**config.mk**
```make
export PLATFORM = sky130hd
export DESIGN_NAME = cdc_input_conditioner_flat
export DESIGN_NICKNAME = d
export VERILOG_FILES = /design/src/rtl/cdc_pkg.sv /design/src/rtl/cdc_input_conditioner_if.sv /design/src/rtl/cdc_input_channel.sv /design/src/rtl/cdc_input_conditioner.sv /design/src/flat_wrapper.sv
export SDC_FILE = /design/constraint.sdc
export NUM_CORES = 1
export LEC_CHECK = 0
export CAP_MARGIN = 5
export CORE_MARGIN = 2
export CORE_UTILIZATION = 55
export DETAILED_ROUTE_END_ITERATION = 8
export PLACE_DENSITY = 0.9
export SLEW_MARGIN = 40
export SYNTH_ARGS = -nofsm -noshare
export SYNTH_HDL_FRONTEND = slang
export SYNTH_SLANG_ARGS = --single-unit
```
**constraint.sdc**
```tcl
create_clock -name clk -period 7.9 [get_ports clk]
set_input_delay 1.975 -clock clk [delete_from_list [all_inputs] [get_ports clk]]
set_output_delay 1.975 -clock clk [all_outputs]
set_load 0.05 [all_outputs]
```
**src/rtl/cdc_pkg.sv**
```systemverilog
// Shared constants and helpers for the multi-channel CDC input conditioner.
// Edge-count mode selectors and the glitch-filter counter width live here.
package cdc_pkg;

    localparam int CNT_RISE = 0;
    localparam int CNT_FALL = 1;
    localparam int CNT_BOTH = 2;

    // Wide enough to hold 0..FILTER_CYCLES; FILTER_CYCLES=1 still yields one bit.
    function automatic int filter_cnt_width(input int filter_cycles);
        return $clog2(filter_cycles + 1);
    endfunction

endpackage

```
**src/rtl/cdc_input_conditioner_if.sv**
```systemverilog
// Pin-side inputs and conditioned outputs of the CDC input conditioner.
// The master drives raw pins and controls; the slave is the conditioner itself.
interface cdc_input_conditioner_if #(
    parameter int CHANNELS  = 4,
    parameter int CNT_WIDTH = 16
);

    logic [CHANNELS-1:0]           async_in;
    logic [CHANNELS-1:0]           filter_bypass;
    logic                          count_clear;
    logic [CHANNELS-1:0]           level_out;
    logic [CHANNELS-1:0]           posedge_pulse;
    logic [CHANNELS-1:0]           negedge_pulse;
    logic [CHANNELS*CNT_WIDTH-1:0] edge_count;
    logic [CHANNELS-1:0]           count_overflow;

    modport master (
        output async_in,
        output filter_bypass,
        output count_clear,
        input  level_out,
        input  posedge_pulse,
        input  negedge_pulse,
        input  edge_count,
        input  count_overflow
    );

    modport slave (
        input  async_in,
        input  filter_bypass,
        input  count_clear,
        output level_out,
        output posedge_pulse,
        output negedge_pulse,
        output edge_count,
        output count_overflow
    );

endinterface

```
**src/rtl/cdc_input_channel.sv**
```systemverilog
// One conditioner channel: synchronizer chain, stability filter, edge pulses
// and a saturating edge counter with sticky overflow.
module cdc_input_channel
    import cdc_pkg::*;
#(
    parameter int SYNC_STAGES   = 2,
    parameter int FILTER_CYCLES = 4,
    parameter int CNT_WIDTH     = 16,
    parameter int COUNT_MODE    = CNT_RISE,
    parameter bit RESET_LEVEL   = 1'b0
) (
    input  logic                 clk,
    input  logic                 reset,
    input  logic                 async_in,
    input  logic                 filter_bypass,
    input  logic                 count_clear,
    output logic                 level_out,
    output logic                 posedge_pulse,
    output logic                 negedge_pulse,
    output logic [CNT_WIDTH-1:0] edge_count,
    output logic                 count_overflow
);

    localparam int             FC_W    = filter_cnt_width(FILTER_CYCLES);
    localparam logic [FC_W-1:0] FC_LAST = FC_W'(FILTER_CYCLES - 1);

    (* ASYNC_REG = "TRUE" *) logic [SYNC_STAGES-1:0] sync_q;
    logic            sync_level;
    logic [FC_W-1:0] fc_q;
    logic            level_d;
    logic            count_event;

    // NOTE: clocked state uses non-blocking assignments so every flop samples pre-edge values.
    always_ff @(posedge clk or posedge reset) begin
        if (reset) begin
            sync_q <= {SYNC_STAGES{RESET_LEVEL}};
        end else begin
            sync_q <= {sync_q[SYNC_STAGES-2:0], async_in};
        end
    end

    assign sync_level = sync_q[SYNC_STAGES-1];

    // The level only moves after FILTER_CYCLES consecutive samples disagree with it.
    always_ff @(posedge clk or posedge reset) begin
        if (reset) begin
            level_out <= RESET_LEVEL;
            fc_q      <= '0;
        end else if (filter_bypass) begin
            level_out <= sync_level;
            fc_q      <= '0;
        end else if (sync_level == level_out) begin
            fc_q      <= '0;
        end else if (fc_q == FC_LAST) begin
            level_out <= sync_level;
            fc_q      <= '0;
        end else begin
            fc_q      <= fc_q + 1'b1;
        end
    end

    always_ff @(posedge clk or posedge reset) begin
        if (reset) begin
            level_d <= RESET_LEVEL;
        end else begin
            level_d <= level_out;
        end
    end

    assign posedge_pulse =  level_out & ~level_d;
    assign negedge_pulse = ~level_out &  level_d;

    // NOTE: combinational outputs get a default first so no path can infer a latch.
    always_comb begin
        count_event = 1'b0;
        case (COUNT_MODE)
            CNT_RISE: count_event = posedge_pulse;
            CNT_FALL: count_event = negedge_pulse;
            default:  count_event = posedge_pulse | negedge_pulse;
        endcase
    end

    // Clear wins over a coincident edge; an increment attempted at all-ones saturates.
    always_ff @(posedge clk or posedge reset) begin
        if (reset) begin
            edge_count     <= '0;
            count_overflow <= 1'b0;
        end else if (count_clear) begin
            edge_count     <= '0;
            count_overflow <= 1'b0;
        end else if (count_event) begin
            if (&edge_count) begin
                count_overflow <= 1'b1;
            end else begin
                edge_count <= edge_count + 1'b1;
            end
        end
    end

endmodule

```
**src/rtl/cdc_input_conditioner.sv**
```systemverilog
// Multi-channel conditioner for asynchronous level inputs entering the clk domain.
// Replicates one independent channel per input bit and packs the results.
module cdc_input_conditioner
    import cdc_pkg::*;
#(
    parameter int CHANNELS      = 4,
    parameter int SYNC_STAGES   = 2,
    parameter int FILTER_CYCLES = 4,
    parameter int CNT_WIDTH     = 16,
    parameter int COUNT_MODE    = CNT_RISE,
    parameter bit RESET_LEVEL   = 1'b0
) (
    input logic                    clk,
    input logic                    reset,
    cdc_input_conditioner_if.slave io
);

    logic [CHANNELS-1:0]           level_vec;
    logic [CHANNELS-1:0]           pos_vec;
    logic [CHANNELS-1:0]           neg_vec;
    logic [CHANNELS-1:0]           ovf_vec;
    logic [CHANNELS*CNT_WIDTH-1:0] count_vec;

    for (genvar ch = 0; ch < CHANNELS; ch++) begin : g_channel
        cdc_input_channel #(
            .SYNC_STAGES  (SYNC_STAGES),
            .FILTER_CYCLES(FILTER_CYCLES),
            .CNT_WIDTH    (CNT_WIDTH),
            .COUNT_MODE   (COUNT_MODE),
            .RESET_LEVEL  (RESET_LEVEL)
        ) u_channel (
            .clk           (clk),
            .reset         (reset),
            .async_in      (io.async_in[ch]),
            .filter_bypass (io.filter_bypass[ch]),
            .count_clear   (io.count_clear),
            .level_out     (level_vec[ch]),
            .posedge_pulse (pos_vec[ch]),
            .negedge_pulse (neg_vec[ch]),
            .edge_count    (count_vec[ch*CNT_WIDTH +: CNT_WIDTH]),
            .count_overflow(ovf_vec[ch])
        );
    end

    assign io.level_out      = level_vec;
    assign io.posedge_pulse  = pos_vec;
    assign io.negedge_pulse  = neg_vec;
    assign io.edge_count     = count_vec;
    assign io.count_overflow = ovf_vec;

endmodule

```
**src/flat_wrapper.sv**
```systemverilog
// flat-port wrapper written by rule: the top's interface ports become plain ports
module cdc_input_conditioner_flat import cdc_pkg::*;
#(
    parameter int CHANNELS      = 4,
    parameter int SYNC_STAGES   = 2,
    parameter int FILTER_CYCLES = 4,
    parameter int CNT_WIDTH     = 16,
    parameter int COUNT_MODE    = CNT_RISE,
    parameter bit RESET_LEVEL   = 1'b0
)
  (clk, reset, io_async_in, io_filter_bypass, io_count_clear, io_level_out, io_posedge_pulse, io_negedge_pulse, io_edge_count, io_count_overflow);
  cdc_input_conditioner_if #(.CHANNELS(CHANNELS), .CNT_WIDTH(CNT_WIDTH)) io_i ();
  input logic clk;
  input logic reset;
  input wire logic [$bits(io_i.async_in)-1:0] io_async_in;
  input wire logic [$bits(io_i.filter_bypass)-1:0] io_filter_bypass;
  input wire logic [$bits(io_i.count_clear)-1:0] io_count_clear;
  output wire logic [$bits(io_i.level_out)-1:0] io_level_out;
  output wire logic [$bits(io_i.posedge_pulse)-1:0] io_posedge_pulse;
  output wire logic [$bits(io_i.negedge_pulse)-1:0] io_negedge_pulse;
  output wire logic [$bits(io_i.edge_count)-1:0] io_edge_count;
  output wire logic [$bits(io_i.count_overflow)-1:0] io_count_overflow;
  assign io_i.async_in = io_async_in;
  assign io_i.filter_bypass = io_filter_bypass;
  assign io_i.count_clear = io_count_clear;
  assign io_level_out = io_i.level_out;
  assign io_posedge_pulse = io_i.posedge_pulse;
  assign io_negedge_pulse = io_i.negedge_pulse;
  assign io_edge_count = io_i.edge_count;
  assign io_count_overflow = io_i.count_overflow;
  cdc_input_conditioner #(.CHANNELS(CHANNELS), .SYNC_STAGES(SYNC_STAGES), .FILTER_CYCLES(FILTER_CYCLES), .CNT_WIDTH(CNT_WIDTH), .COUNT_MODE(COUNT_MODE), .RESET_LEVEL(RESET_LEVEL)) u_core (.clk(clk), .reset(reset), .io(io_i));
endmodule
```
; ---- After elaboration in Yosys (flattened, before gate mapping)
; Cells that the tools add are included.
[word_totals]
input_bits = 11
wordCells = 140
register_bits = 96
[op_classes]
n_mux = 48
n_bitwise = 16
n_reduce_logical = 28
n_eq_ne = 16
addsub = 8
[ops]
columns = operator, n
row1 = $mux W16, 12
row2 = $add A16 B1 Y16 const B, 4
row3 = $reduce_and A16 Y1, 4
row4 = $mux W3, 12
row5 = $mux W1, 24
row6 = $reduce_and A2 Y1, 12
row7 = $reduce_bool A2 Y1, 12
row8 = $ne A2 B2 Y1 const B, 8
row9 = $add A3 B1 Y3 const B, 4
row10 = $eq A3 B2 Y1 const B, 4
row11 = $and A1 B1 Y1, 8
row12 = $not A1 Y1, 8
row13 = $eq A1 B1 Y1, 4

; ---- Longest topological paths before layout
[depth]
depth_word = 4
ltp_mapped = 6
depth_no_buf = 5

; ---- Cells and area by module
; From an unflattened synthesis, not the netlist that was laid out.
[unflattened]
hier_cells = 488
area_unflattened_um2 = 4784.6
[modules_own_cells]
columns = mod, instances, area_per_inst_um2, cells_per_inst
row1 = cdc_input_channel, 4, 1196.1, 122

; ---- Least setup slack after synthesis
; No wires, ideal clock.
[synth_path]
path_type = input -> register
from = input port io_count_clear
to = register u_core.g_channel[3].u_channel.edge_count[10]
path_slack_ns = 4.899
arrival_ns = 2.865
cell_stages = 4
path_buffers = 3
cell_sequence = clkbuf_1 -> clkbuf_1 -> clkbuf_1 -> a21oi_1
[synth_via]
elab_chain_cells = 2
[synth_lines]
columns = element, line_no
row1 = "start, declared", flat_wrapper.sv:17  ; input wire logic [$bits(io_i.count_clear)-1:0] io_count_clear;
row2 = $ne A2 B2 Y1 (no line) / $reduce_bool A2 Y1 (equally long branches), --
row3 = $reduce_and A2 Y1 (no line), --
row4 = "end signal, assigned", cdc_input_channel.sv:95  ; edge_count <= edge_count + 1'b1;
row5 = "end, declared", cdc_input_channel.sv:20  ; output logic [CNT_WIDTH-1:0] edge_count,
; Parallel ways exist; a longest one is shown, timed or not.
; A chain may end at the register's enable or synchronous reset.

; ---- Worst setup path after layout
[layout_path]
from = register u_core.g_channel[2].u_channel.level_out
to = output port io_posedge_pulse[2]
[layout_via]
elab_chain_cells = 1
[layout_lines]
columns = element, line_no
row1 = "start, declared", cdc_input_channel.sv:17  ; output logic level_out,
row2 = "start signal, assigned", cdc_input_channel.sv:50  ; level_out <= sync_level;
row3 = "start signal, assigned", cdc_input_channel.sv:55  ; level_out <= sync_level;
row4 = $and A1 B1 Y1, cdc_input_channel.sv:70  ; assign posedge_pulse = level_out & ~level_d;
row5 = "end, declared", flat_wrapper.sv:19  ; output wire logic [$bits(io_i.posedge_pulse)-1:0] io_posedge_pulse;
; Every way passes these cells.

==> out/metrics.yaml <==
outcome:
  status: "complete, no violations"
yosys:
  synth_nets: 504
  synth_common_cells: "96 x dfrtp_1, 50 x a21oi_1, 29 x nor2_1"
  yosysTopAreaCell: "dfrtp_1"
  avgSynthCellArea_sq_um: 10.0
  async_flop_share_pct: 100
  synth_area_sq_mm: 0.00487
  yosys-top-cells-area: "dfrtp_1 49%, a21oi_1 5.1%, or4_1 3.5%, o31ai_1 3.2%, buf_4 2.6%"
  ys_seq_area_share_pct: 49.3
  synth_seq_cells: 96
  yosysWarnings: 0
  yosysMostFrequentCell: "dfrtp_1"
  synth_top_area_share_pct: 49.3
  yosys_most_used_dff: "dfrtp_1"
  synth_enable_flop_cells: 0
  synth_cells: 485
  synth_cell_types: 52
route:
  first_iter_violations: 182
  drc: 0
  antenna_left: 0
  vias_per_cell: 6.34
  num_vias: 4269
  routedWlPerCell_um: 17.0
  dr.pass1.iters: 4
  drt_wl_total_um: 11400
global_route:
  grt_pass1_wl_um: 19500
  antenna_found_initial: 0
  grt_max_degree: 69
  grt.total_usage_pct: 24.5
  grt_overflow: 0
  grt_pass1_vias: 4195
cts:
  clk_pin_slew_ns: 0.09
  cts_resized: 0
  root_buffer: "clkbuf_8"
  tritoncts: "done"
  postCtsSetupBuffers: 0
  clock_sinks: 96
  cts_max_level: 3
  cts_buffer_depth: 2
  clock_latency_ns: 0.37
  hold_buffers: 0
  cts_buffers: 9
finish:
  drive_above_1_share_pct: 7.26
  nNetsFinal: 579
  antennaDiodeCount: 0
  area_growth_pct: 22.9
  final_core_util_pct: 69.3
setup_path:
  cp_data_arrival_time_ns: 2.30
  critPathLaunchType: "flip-flop"
  path_max_fanout: 8
  crit_type: "reg -> out"
  end_kind: "output pin"
  crit_required_ns: 5.93
floorplanning:
  ios: 91
  start_util_pct: 56.4
  fp.dieH_um: 98.1
  coreArea_sq_mm: 0.00864
  rows: 34
  dieWidth_um: 98.1
  dieArea_sq_mm: 0.00962
sta:
  period_share_pct: 54.1
  skew_ns: 0.00863
  worst_slew_pin_slew_ns: 0.731
  setup_violations: 0
  period_minus_slack_ns: 4.27
  rsz0062_at_grt: "false"
  hold_violations: 0
  max_freq_mhz: 234
  fin_setup_tns_ns: 0
  relSlewSlack_pct: 51.3
  drv_slew: 0
pwr:
  p_seq_share_pct: 51.7
  p_sw_share_pct: 26.9
  clkPwrFrac_pct: 36.4
  p_int_uw: 734
  p_leak_nw: 2.35
  ir_drop_v: 0.000109
  p_switching_uw: 270
  pwr-share-comb_pct: 11.9
  p_per_area_mw_per_mm2: 168
worst_hold_path:
  hold_class: "reg -> reg"
placement:
  port_buffers: 90
  place.gp.congestion: 0.871
  dp_hpwl_um: 7870
flow_run:
  maxCapViolCount: 0
==> layer usage <==
metal  wire (um)  global-route usage [%]  vias to the layer above  part of all wire (%)
met1        4670                    31.4                     2078                    41
met5           0                       0                        -                     0
met3         708                    4.72                       32                   6.2
met2        5760                    40.7                      177                    50
met4         285                    10.9                        0                   2.5
li1            -                       -                     1982                     -
==> power by group through the flow <==
stage / registers [mW] / logic (mW) / clock network (mW)
floorplan: 0.539 / 0.0777 / 0
global placement: 0.527 / 0.116 / 0
detailed placement: 0.529 / 0.120 / 0
CTS: 0.519 / 0.121 / 0.372
global route: 0.522 / 0.128 / 0.390
finish: 0.519 / 0.119 / 0.366
==> state kept, by name, indices dropped and copies added (netlist names) <==
name / cells
u_core.g_channel.u_channel.sync_q: 8
u_core.g_channel.u_channel.edge_count: 64
u_core.g_channel.u_channel.level_out: 4
u_core.g_channel.u_channel.fc_q: 12
u_core.g_channel.u_channel.count_overflow: 4
u_core.g_channel.u_channel.level_d: 4
==> per-stage QoR <==
stage / instances / instance area, sq um / setup WS, ns / total power [mW] / hold slack (ns)
final: 673 / 5980 / 3.63 / 1.00 / 0.354
after global routing: 673 / 5980 / 3.54 / 1.04 / 0.361
after CTS: 672 / 5960 / 3.62 / 1.01 / 0.354
after detailed placement: 656 / 5740 / 4.10 / 0.649 / 0.335
after global placement: 656 / 5740 / 4.14 / 0.643 / 0.333
after floorplan: 485 / 4870 / 3.42 / 0.617 / 0.331
==> worst max-delay path, cell delays in order, from the launching register on <==
cell and delay, ns:
dfrtp_1 0.44, nor2b_1 0.56, clkdlybuf4s50_1 0.93
==> kinds of logic (layout without fill, tap and decap cells) <==
logic type / after synthesis / in the layout / synth area share, %
AO/OA/AOI/OAI: 115 / 115 / 14.4
XOR/XNOR: 6 / 6 / 1.08
adder cells (fa/ha/maj): 8 / 8 / 2.06
buffers and inverters: 40 / 120 / 4.60
flip-flops: 96 / 96 / 49.3
multiplexers: 11 / 11 / 2.47
AND/OR/NAND/NOR: 209 / 209 / 26.1
==> cell usage in the layout, fill, tap and decap left out, types with 10 or more instances in the layout <==
cell | netlist | layout
dfrtp_1 | 96 | 96
clkdlybuf4s50_1 | 0 | 89
a21oi_1 | 50 | 50
nor2_1 | 29 | 29
nand2_1 | 27 | 27
or4_1 | 23 | 23
o31ai_1 | 21 | 21
nand4_1 | 19 | 19
o21ai_0 | 19 | 19
nand3_1 | 18 | 18
nor2b_1 | 17 | 17
or3_1 | 17 | 17
nor3_1 | 13 | 13
clkbuf_8 | 0 | 10
==> worst paths after layout <==
check | from | to | slack (ns) | cells after the start
max in group asynchronous | reset | u_core.g_channel[2].u_channel.count_overflow | 5.00 | 3
worst max register to register | u_core.g_channel[2].u_channel.level_out | u_core.g_channel[2].u_channel.edge_count[9] | 5.69 | 4
min in group asynchronous | reset | u_core.g_channel[0].u_channel.sync_q[0] | 1.94 | 2
worst min-delay path | u_core.g_channel[2].u_channel.sync_q[0] | u_core.g_channel[2].u_channel.sync_q[1] | 0.35 | 0
worst min register to register | u_core.g_channel[2].u_channel.sync_q[0] | u_core.g_channel[2].u_channel.sync_q[1] | 0.35 | 0
worst max-delay path | u_core.g_channel[2].u_channel.level_out | io_posedge_pulse[2] | 3.63 | 2
==> final cells by class <==
type	count	area (sq um)
sequential	96	2400
inverter	10	38.8
multi-input combinational	349	2250
clock inverter	6	90.1
timing repair buffer	94	930
fill	654	2650
tap	108	135
clock buffer	10	138
(Power assumes the default switching activity.)
==> RTL change 1: new RTL, same flow settings <==
`CHANNELS` is set to 4 in 3 places; all go to 3.
--- a/src/rtl/cdc_input_conditioner_if.sv
+++ b/src/rtl/cdc_input_conditioner_if.sv
@@ -3,3 +3,3 @@
 interface cdc_input_conditioner_if #(
-    parameter int CHANNELS  = 4,
+    parameter int CHANNELS  = 3,
     parameter int CNT_WIDTH = 16
--- a/src/rtl/cdc_input_conditioner.sv
+++ b/src/rtl/cdc_input_conditioner.sv
@@ -5,3 +5,3 @@
 #(
-    parameter int CHANNELS      = 4,
+    parameter int CHANNELS      = 3,
     parameter int SYNC_STAGES   = 2,
--- a/src/flat_wrapper.sv
+++ b/src/flat_wrapper.sv
@@ -3,3 +3,3 @@
 #(
-    parameter int CHANNELS      = 4,
+    parameter int CHANNELS      = 3,
     parameter int SYNC_STAGES   = 2,
Interface: changed (7 resized); port bits go from 91 to 69. The function was not compared with the original's and may differ.
==> RTL change 1 against the unedited design <==
Clock power is 2% lower; critical path depth is 1 higher; cell area is 22% lower; power is 17% lower; first-iteration DRC count is 86% higher; count of clock-buffer cells in the layout stayed put; wire length is 22% lower; combinational power is 26% lower; sequential cell count is 24 lower; area after synthesis is 23% lower; worst setup slack better by 0.17 ns.
==> RTL change 1: results (changes against the unedited design) <==
detail_route.vias_per_cell: 6.454  # +1.7%
layout-drive-gt1-share_pct: 10.21  # +3.0 points
synth.avg_cell_area_um2: 10.04  # about the same
post-dp-hpwl_mm: 5.841  # -26%
routabilityCongestion: 0.8720  # +0.11%
global_route.usage.met1_pct: 32.37  # +0.99 points
worst-r2r-setup-slack_ns: 5.75  # +0.06 ns
post_synthesis_sequential_area_ratio_pct: 48.11  # -1.2 points
grt_start_max_net_pins: 73  # +5.8%
wire_length_of_the_first_global_routing_pass_mm: 14.63  # -25%
placedInstanceArea_mm2: 0.004400  # -23%
min-delay-start: "u_core.g_channel[0].u_channel.sync_q[0]"
initialDrtViolationCount: 339  # +86%
slew_headroom_pct: 46.57  # -4.7 points
grt_pass1_vias: 3093  # -26%
clk_pin_slew_ns: 0.07  # -0.02 ns
synth_mux_area_share_pct: 4.778  # +2.3 points
groute.layer.met3.usage_pct: 4.857  # +0.13 points
post_synth_main_area_contributors: "dfrtp_1 48%, mux2_2 4.5%, a21oi_1 3.7%"
detailedRoute.firstPassIterationCount: 5  # +1
biggestRegsByFlops: "u_core.g_channel.u_channel.edge_count (48), u_core.g_channel.u_channel.fc_q (9), u_core.g_channel.u_channel.sync_q (6)"
num-nets-final: 442  # -24%
worstPathMaxFanout: 13  # +5
static_leak_uw: 0.001841  # -22%
global_route_met2_usage_pct: 41.26  # +0.58 points
detailroute.wirelength.met3_um: 501  # -29%
finClkSkew_ns: 0.007415  # -0.001220 ns
outcome: "complete, no violations"
wirelength_met1_mm: 3.642  # -22%
synthXorXnorAreaFrac_pct: 0.9355  # -0.14 points
wl_per_cell_um: 17.44  # +2.7%
complex_gate_fraction_of_the_synthesized_area_pct: 12.93  # -1.4 points
netlist_top_cells_count: "72 x dfrtp_1, 28 x a21oi_1, 26 x nor2_1"
synthAdderAreaFrac_pct: 2.005  # -0.051 points
post_layout_nonfiller_instances: 511  # -24%
dpl.cell_count: 496  # -24%
critical_path_arrival_ns: 2.13  # -0.17 ns
period_needed_ns: 4.101  # -0.1730 ns
critical-path-max-stage-delay_ns: 0.83  # -0.10 ns
-- RTL change 1: cell count changes in the layout (fill, tap and decap cells not counted), sizes merged, moves of 9 or more --
cell           delta
clkdlybuf4s50    -22
o21ai             -9
a21oi            -22
or3               -9
nand2            -14
dfrtp            -24
-- RTL change 1: power breakdown --
| group | leakage [µW] | internal [µW] | switching [µW] |
|---|---|---|---|
| registers | 0.000973 | 379 | 9.38 |
| logic | 0.000754 | 29.2 | 59.1 |
| clock network | 0.000115 | 216 | 140 |
-- RTL change 1: stage by stage --
step / util (%) / hold WS (ns)
final: 69.57 / 0.3534
after global routing: 69.57 / 0.3657
after CTS: 69.49 / 0.3543
after detailed placement: 65.86 / 0.3363
after global placement: 65.67 / 0.3334
after floorplan: - / 0.3312
-- RTL change 1: cell type report --
cell class	count	share of cell area, %
Inverter	13	1.050
Sequential cell	72	38.76
Timing Repair Buffer	70	14.94
Multi-Input combinational cell	261	37.87
Clock buffer	10	2.961
Clock inverter	5	2.261
Tap cell	80	2.153
==> RTL change 2: new RTL, same flow settings <==
Without the edit above. Reset style: synchronous (`reset`), changed in 4 clocked blocks. Comments in the files are not updated.
--- a/src/rtl/cdc_input_channel.sv
+++ b/src/rtl/cdc_input_channel.sv
@@ -33,3 +33,3 @@
     // NOTE: clocked state uses non-blocking assignments so every flop samples pre-edge values.
-    always_ff @(posedge clk or posedge reset) begin
+    always_ff @(posedge clk) begin
         if (reset) begin
@@ -44,3 +44,3 @@
     // The level only moves after FILTER_CYCLES consecutive samples disagree with it.
-    always_ff @(posedge clk or posedge reset) begin
+    always_ff @(posedge clk) begin
         if (reset) begin
@@ -61,3 +61,3 @@
 
-    always_ff @(posedge clk or posedge reset) begin
+    always_ff @(posedge clk) begin
         if (reset) begin
@@ -83,3 +83,3 @@
     // Clear wins over a coincident edge; an increment attempted at all-ones saturates.
-    always_ff @(posedge clk or posedge reset) begin
+    always_ff @(posedge clk) begin
         if (reset) begin
Formal check against the unedited RTL: differs if reset is asserted again (counterexample within 4 cycles, from zero or initial values and one cycle with reset high); with reset held inactive, the same outputs for 4 cycles.
==> RTL change 2 against the unedited design <==
Critical path depth grew 1; area after synthesis shrank 7.3%; worst setup slack gained 0.16 ns; count of clock-buffer cells in the layout is the same; wire length shrank 4.6%; sequential cell count is the same; cell area shrank 6.4%.
Power is not compared: it rests on default switching activity, and its combinational part moved more than twofold at a synthesized area within 25%.
==> RTL change 2: results (changes against the unedited design) <==
worstPathMaxFanout: 9  # +1
dpl.cell_count: 684  # +4.3%
fillerInstances: 637  # -2.6%
synth_async_sr_flop_share_pct: 0  # -100 points
finClkSkew_ns: 0.008200  # -0.0004340 ns
post_synth_main_area_contributors: "dfxtp_1 43%, a21oi_1 5.5%, or3_1 3.9%"
postSynthCellCount: 521  # +7.4%
groute.usage.overall_pct: 24.70  # +0.19 points
htree_levels: 3  # unchanged
post-dp-hpwl_mm: 7.644  # -2.9%
synth_nets: 544  # +7.9%
netlist-cell-type-count: 49  # -5.8%
critical-path-max-stage-delay_ns: 0.79  # -0.14 ns
slew_headroom_pct: 43.79  # -7.5 points
detail_route.vias_per_cell: 6.153  # -3.0%
post_layout_nonfiller_instances: 700  # +4.0%
clock_tree.buffer_depth: 2  # unchanged
critical_path_arrival_ns: 2.14  # -0.16 ns
initialDrtViolationCount: 190  # +4.4%
hold_class: "reg -> reg"
drt-total-wl_mm: 10.91  # -4.6%
outcome: "complete, no violations"
wire_length_of_the_first_global_routing_pass_mm: 17.80  # -8.6%
grt_start_max_net_pins: 62  # -10%
clk_pin_slew_ns: 0.09  # about the same
routabilityCongestion: 0.8627  # -0.95%
critical-path-top-delay-family: "buffers and inverters"
grt_pass1_vias: 3906  # -6.9%
static_leak_uw: 0.001809
layout-drive-gt1-share_pct: 4.538  # -2.7 points
ctsRootBufferMaster: "clkbuf_8"
netlist_top_cells_count: "96 x dfxtp_1, 50 x a21oi_1, 34 x o21ai_0"
port_buffers: 90  # unchanged
num-nets-final: 613  # +5.9%
post_synthesis_sequential_area_ratio_pct: 42.58  # -6.8 points
antenna_found_initial: 0  # unchanged
detailedRoute.firstPassIterationCount: 5  # +1
[RTL change 2: cell count changes after synthesis, sizes merged, moves of 8 or more]
cell,change
o21ai,+15
dfxtp,+96
dfrtp,-96
mux2,-8
or3,+10
[RTL change 2: where the power goes]
part / switching (µW) / internal, µW
clock network: 178 / 156
logic: 20.1 / 11.7
registers: 2.46 / 487
total: 200 / 655
[RTL change 2: cells by family (layout without fill, tap and decap cells)]
family	Yosys count	count (layout)	synth area share, %
DFF	96	96	42.58
xor gates and xnor gates	6	6	1.164
and+or+nand+nor	228	228	29.55
buffers and inverters	47	121	5.295
AOI/OAI and AO/OA	129	129	17.41
muxes	3	3	0.6654
adders and majority gates	12	12	3.327
[RTL change 2: path summary, 6_finish.rpt]
check                                              startpoint                                           to  slack (ns)  cells after the start
setup / recovery      u_core.g_channel[2].u_channel.level_out                          io_posedge_pulse[2]        3.79                      3
hold reg to reg         u_core.g_channel[1].u_channel.fc_q[0]        u_core.g_channel[1].u_channel.fc_q[0]        0.43                      1
setup reg to reg  u_core.g_channel[0].u_channel.edge_count[0]  u_core.g_channel[0].u_channel.edge_count[6]        5.55                      5
hold / removal          u_core.g_channel[1].u_channel.fc_q[0]        u_core.g_channel[1].u_channel.fc_q[0]        0.43                      1
[RTL change 2: cell type report]
class,count,share of cell area [%]
Timing Repair Buffer,90,16.00
Sequential cell,96,34.32
Inverter,15,1.005
Clock inverter,6,1.206
Multi-Input combinational cell,378,42.67
Clock buffer,10,2.458
Tap cell,105,2.346
[RTL change 2: stage by stage]
stage | setup slack [ns] | instance area [µm²]
floorplan | 4.865 | 4513
global placement | 3.414 | 5363
detailed placement | 3.658 | 5391
CTS | 3.788 | 5597
global route | 3.673 | 5600
finish | 3.786 | 5600
[RTL change 2: layer usage]
layer / vias to the layer above / wire length, µm / GRT usage (%)
met5: - / 0 / 0
met4: 0 / 282 / 10.75
met3: 32 / 677 / 4.549
met2: 151 / 5266 / 41.13
met1: 2038 / 4680 / 31.38
li1: 2086 / - / -
